===== src/rtl/switch_debouncer.sv =====
// Two-flop synchroniser plus per-bit stability counter for the slide-switch bus.
// Produces clean levels (sw_db) and registered single-cycle rise/fall pulses.
module switch_debouncer #(
  parameter int WIDTH         = 10,
  parameter int STABLE_CYCLES = 500000
) (
  input  logic             clk,
  input  logic             rst_n,
  input  logic [WIDTH-1:0] sw_raw,
  output logic [WIDTH-1:0] sw_db,
  output logic [WIDTH-1:0] sw_rise,
  output logic [WIDTH-1:0] sw_fall,
  output logic             any_change
);

  // Counter only ever needs to reach STABLE_CYCLES-1 before it clears.
  localparam int            CW       = (STABLE_CYCLES < 1) ? 1 : $clog2(STABLE_CYCLES + 1);
  localparam logic [CW-1:0] CNT_LAST = CW'(STABLE_CYCLES - 1);

  logic [WIDTH-1:0] sync1_q, sync1_d;
  logic [WIDTH-1:0] sync2_q, sync2_d;
  logic [WIDTH-1:0] rise_vec_d;
  logic [WIDTH-1:0] fall_vec_d;
  logic             any_change_q, any_change_d;

  // Synchroniser stages: pure wiring between flops, nothing in between.
  always_comb begin
    sync1_d = sw_raw;
    sync2_d = sync1_q;
  end

  // Synchroniser flops.
  always_ff @(posedge clk or negedge rst_n) begin
    if (!rst_n) begin
      sync1_q <= '0;
      sync2_q <= '0;
    end else begin
      sync1_q <= sync1_d;
      sync2_q <= sync2_d;
    end
  end

  genvar gi;
  generate
    for (gi = 0; gi < WIDTH; gi++) begin : g_bit
      logic [CW-1:0] cnt_q, cnt_d;
      logic          db_q, db_d;
      logic          rise_q, rise_d;
      logic          fall_q, fall_d;

      // Count consecutive cycles the synced bit disagrees with the debounced level;
      // any agreement restarts the window, reaching the last count commits the change.
      always_comb begin
        cnt_d  = cnt_q;
        db_d   = db_q;
        rise_d = 1'b0;
        fall_d = 1'b0;
        if (sync2_q[gi] == db_q) begin
          cnt_d = '0;
        end else if (cnt_q == CNT_LAST) begin
          cnt_d  = '0;
          db_d   = sync2_q[gi];
          rise_d = sync2_q[gi];
          fall_d = ~sync2_q[gi];
        end else begin
          cnt_d = cnt_q + CW'(1);
        end
      end

      // Per-bit state: counter, level and event pulses.
      always_ff @(posedge clk or negedge rst_n) begin
        if (!rst_n) begin
          cnt_q  <= '0;
          db_q   <= 1'b0;
          rise_q <= 1'b0;
          fall_q <= 1'b0;
        end else begin
          cnt_q  <= cnt_d;
          db_q   <= db_d;
          rise_q <= rise_d;
          fall_q <= fall_d;
        end
      end

      assign sw_db[gi]      = db_q;
      assign sw_rise[gi]    = rise_q;
      assign sw_fall[gi]    = fall_q;
      assign rise_vec_d[gi] = rise_d;
      assign fall_vec_d[gi] = fall_d;
    end
  endgenerate

  // Summary pulse registered alongside the per-bit pulses so they line up.
  always_comb begin
    any_change_d = |(rise_vec_d | fall_vec_d);
  end

  // Summary pulse flop.
  always_ff @(posedge clk or negedge rst_n) begin
    if (!rst_n) begin
      any_change_q <= 1'b0;
    end else begin
      any_change_q <= any_change_d;
    end
  end

  assign any_change = any_change_q;

endmodule


===== config.mk =====
export PLATFORM = sky130hd
export DESIGN_NAME = switch_debouncer
export DESIGN_NICKNAME = d
export VERILOG_FILES = /design/src/rtl/switch_debouncer.sv
export SDC_FILE = /design/constraint.sdc
export NUM_CORES = 1
export LEC_CHECK = 0
export BUFFER_PORTS_ARGS = -buffer_cell sky130_fd_sc_hd__buf_2
export CORE_MARGIN = 1.5
export CORE_UTILIZATION = 45
export CTS_BUF_LIST = sky130_fd_sc_hd__clkbuf_4
export CTS_CLUSTER_SIZE = 20
export DETAILED_ROUTE_END_ITERATION = 6
export SLEW_MARGIN = 0
export SYNTH_ARGS = -nofsm -noshare
export SYNTH_HDL_FRONTEND = slang
export SYNTH_SLANG_ARGS = --single-unit

===== constraint.sdc =====
create_clock -name clk -period 2 [get_ports clk]
set_clock_uncertainty 0.05 [all_clocks]
set_input_delay 0.1 -clock clk [delete_from_list [all_inputs] [get_ports clk]]
set_output_delay 0.1 -clock clk [all_outputs]
set_load 0.01 [all_outputs]

* Yosys cells after proc, flatten, opt, wreduce, memory -nomap -nowiden
Cells that the tools add are included.
Word-level totals: bits in registers 241, output and inout port bits 31
Cells by class: add/sub/neg operators 10, eq/ne operators 20, multiplexer cells 60, bitwise logic cells 21, reduce and logical (&&, ||, !) cells 11
Operators with widths (count):
- 19-bit 2-to-1 mux | 20
- 19-bit by 1-bit adder with 19-bit output, second input constant | 10
- 19-bit == test, second input constant | 10
- 1-bit 2-to-1 mux | 40
- 1-bit NOT | 20
- 2-bit AND reduction | 10
- 1-bit == test | 10
- 10-bit OR | 1
- 10-bit OR reduction | 1

* Longest topological paths before layout
word-level depth 5, depth in mapped cells 8, gate-level depth less buffers 7

* Least setup slack after synthesis
No wires, ideal clock.
path kind reg2reg, start point register g_bit[5].cnt_q[0], end point register g_bit[5].cnt_q[12], library setup time 119 ps, arrival time 1812 ps, slack 20 ps, stages on the path, launching flop included 9, path buffers 2, clock period less this slack 1980 ps, cell sequence dfrtp_1 -> ha_1 -> and4_1 -> nand4_1 -> or4_4 -> nand2b_2 -> buf_6 -> buf_12 -> nor2_1
On the way: word-level cells in the longest chain between the ends 3, elaborated cells between the ends (all ways) 4, classes of those cells 1 x add/sub; 1 x eq/ne; 2 x mux
Ends and longest elaborated chain:
- start: declaration | line 46 | logic [CW-1:0] cnt_q, cnt_d;
- start signal: assignment | line 78 | cnt_q <= cnt_d;
- 19-bit by 1-bit adder with 19-bit output / 19-bit == test (equally long branches) | line 66, 60
- 19-bit 2-to-1 mux (*) | line 60 | end else if (cnt_q == CNT_LAST) begin
- 19-bit 2-to-1 mux (*) | line 58 | if (sync2_q[gi] == db_q) begin
- via g_bit[5].cnt_d[12] | line 46
The timed path passes the listed nets; every way through them passes the cells marked *. A chain may end at the register's enable or synchronous reset.

* Final worst setup path
start point register g_bit[8].cnt_q[9], end point register g_bit[8].cnt_q[10]
On the way: word-level cells in the longest chain between the ends 3, elaborated cells between the ends (all ways) 4, classes of those cells 1 x add/sub; 1 x eq/ne; 2 x mux
Ends and longest elaborated chain (line):
- start: declaration | 46
- start signal: assignment | 78
- 19-bit by 1-bit adder with 19-bit output / 19-bit == test (equally long branches) | 66, 60
- 19-bit 2-to-1 mux (*) | 60
- 19-bit 2-to-1 mux (*) | 58
- via g_bit[8].cnt_d[10] | 46
Marked as above.

==> results.json <==
{
  "status": "completed",
  "synth_edf_count": 0,
  "grt_pass1_vias": 7694,
  "fp.dieH_um": 159,
  "synth_area_um2": 11000,
  "synthCells": 1058,
  "worst_pin_slew_ps": 470,
  "final_cell_mix": "dfrtp_1 (241), nor2_1 (218), xor2_1 (113), clkbuf_4 (90), buf_4 (77)",
  "antenna_found_initial": 1,
  "synth_top_area_cell": "dfrtp_1",
  "root_buffer": "clkbuf_4",
  "grt_pass1_wl_um": 36000,
  "holdWs_ps": 65.2,
  "first_pass_iters": 4,
  "drt_iter0_drc": 422,
  "grt_usage": 0.171,
  "finalWirelength_um": 20600,
  "dpl.cell_count": 1451,
  "crit_arrival_ps": 2380,
  "yosysUniqueCellTypes": 40,
  "io_pins": 43,
  "slew-limit-headroom": 0.684,
  "multi_input_area_um2": 4600,
  "dp_slack_ps": -27.0,
  "grt_max_degree": 62,
  "cp.required_ps": 2450,
  "synth_ff_type": "dfrtp_1",
  "vias": 7788,
  "die_x_um": 159,
  "ys_seq_area_frac": 0.551,
  "finalNonFillerCells": 1579,
  "ys_ff_latch": 241,
  "finalHoldViolations": 0,
  "avgSynthCellArea_um2": 10.4,
  "cts_buffers": 66,
  "yosysWarnings": 0,
  "drive_gt1_frac": 0.199,
  "drv_slew": 0,
  "dp_hpwl_um": 13600,
  "io_buffers": 42,
  "finalCritPeriodShare": 0.964,
  "syn-num-nets": 1080,
  "fp-row-count": 56,
  "yosys-top-cells-area": "dfrtp_1 (55%), xor2_1 (9.0%), nor2_1 (7.5%), xnor2_1 (5.0%), nand3_1 (3.4%)",
  "worst_setup_path_end_kind": "flip-flop",
  "gp_congestion": 0.808,
  "fmaxAchievable_mhz": 518,
  "h-tree-depth": 3,
  "n_fill_cell": 2183,
  "initial_utilization": 0.462,
  "timing.final.ws_setup_ps": 71.0,
  "tns_ps": 0,
  "cap_violations": 0,
  "clk_pin_slew_ps": 60,
  "hp-class": "primary input to flip-flop",
  "routed_via_density": 4.93,
  "synth_top_area_share": 0.551,
  "numClockSinks": 241,
  "gr-total-overflow": 0,
  "syn_to_final_growth_pct": 18.8,
  "seq_area_um2": 6030,
  "p_leak_uw": 0.00595,
  "power.density_nw_per_um2": 720,
  "critPathKind": "flip-flop to flip-flop",
  "ant_nets": 0,
  "core_um2": 23700,
  "final_common_cell": "dfrtp_1",
  "clk_latency_ps": 640,
  "path_max_fanout": 17,
  "period_minus_slack_ps": 1930,
  "tritoncts": "done",
  "setup_viol": 0,
  "async_flop_share": 1.00,
  "cp-start-kind": "flip-flop",
  "nets": 1243,
  "max-vdd-ir-drop_mv": 0.516,
  "remaining_drc_errors": 0,
  "wl_per_cell_um": 13.0,
  "fin_util": 0.550,
  "cts_buffer_depth": 3,
  "rsz0062_at_grt": "true",
  "die_area_um2": 25300
}
## repair_timing
item	4_1_cts	5_1_grt
buffers inserted	1	3
endpoints found under the setup margin	1	72
hold endpoints to repair	251	4
cloned	0	1
pin swaps	1	9
hold buffers	12	4
resized for setup	0	18
## cell families (layout without fill, tap and decap cells)
family	after synthesis	after routing	share of synthesized area
and+or+nand+nor	537	537	0.241
muxes	10	10	0.0103
DFF	241	241	0.551
adders and majority gates	10	10	0.0114
other	0	1	0
buffers and inverters	66	267	0.0370
xor gates and xnor gates	175	175	0.140
AOI/OAI and AO/OA	19	19	0.00971
## layer usage
| layer | vias to the layer above | global-route usage | wire length [um] |
|---|---|---|---|
| met5 | - | 0 | 0 |
| li1 | 3887 | - | - |
| met1 | 3754 | 0.239 | 10100 |
| met4 | 0 | 0.0579 | 332 |
| met3 | 33 | 0.0469 | 891 |
| met2 | 114 | 0.257 | 9250 |
## through the flow
stage	power [uW]	cell area, um^2
2_1_floorplan	5230	11000
3_3_place_gp	5460	12000
3_5_place_dp	5460	12000
4_1_cts	9570	12800
5_1_grt	9920	13000
6_report	9370	13000
## cell type report
cell class / count / share of cell area
multi-input combinational: 751 / 0.354
clock inverter: 16 / 0.00490
tap: 319 / 0.0307
inverter: 15 / 0.00433
timing repair buffer: 146 / 0.0909
clock buffer: 90 / 0.0519
sequential: 241 / 0.463
antenna: 1 / 0.000192
## flip-flops by register name, summed over array words and instances, names as in the netlist
name	flops
g_bit.fall_q	10
sync2_q	10
any_change	1
sync1_q	10
g_bit.db_q	10
g_bit.rise_q	10
g_bit.cnt_q	190
## path summary, 6_finish.rpt
check                                       start                 end  slack, ps  cells past startpoint
worst min-delay path                    sw_raw[2]          sync1_q[2]         70                      2
max in group asynchronous                   rst_n  g_bit[9].cnt_q[10]        650                      4
worst max register to register  g_bit[8].cnt_q[9]  g_bit[8].cnt_q[10]         70                      7
worst max-delay path            g_bit[8].cnt_q[9]  g_bit[8].cnt_q[10]         70                      7
min in group asynchronous                   rst_n  g_bit[8].cnt_q[18]        490                      3
worst min register to register         sync1_q[4]          sync2_q[4]        290                      0
## cell usage after synthesis, types with 2 or more instances
master and count:
and3_1 26, o21ai_0 9, and2_1 6, nand2_2 2, o22a_1 3, ha_1 10, or4_1 3, nor4b_1 4
nand4b_1 3, clkbuf_1 9, mux2_2 10, nand4_1 43, dfrtp_1 241, buf_2 5, nor3_1 17, inv_1 15
nand2_1 69, or4b_1 3, xnor2_1 62, nor4_1 13, and4_1 10, xor2_1 113, or4bb_1 2, nand3_1 74
or3_1 10, nor2_1 219, nand2b_1 5, buf_4 34, a21oi_1 7, nor3b_1 21
## where the power goes
group	leakage, uW	switching (uW)	internal (uW)	total, uW
combinational	0.00221	227	167	394
clock	0.000446	1910	2060	3970
sequential	0.00330	56.6	4950	5000
total	0.00595	2190	7180	9370
## worst max-delay path, stage by stage (launching register included)
cell and delay, ps:
dfrtp_1 420, or4_4 510, nor4_4 270, nand2_1 130
buf_4 170, nand2_2 70, buf_12 140, nor2_1 60
(Power assumes the default switching activity.)
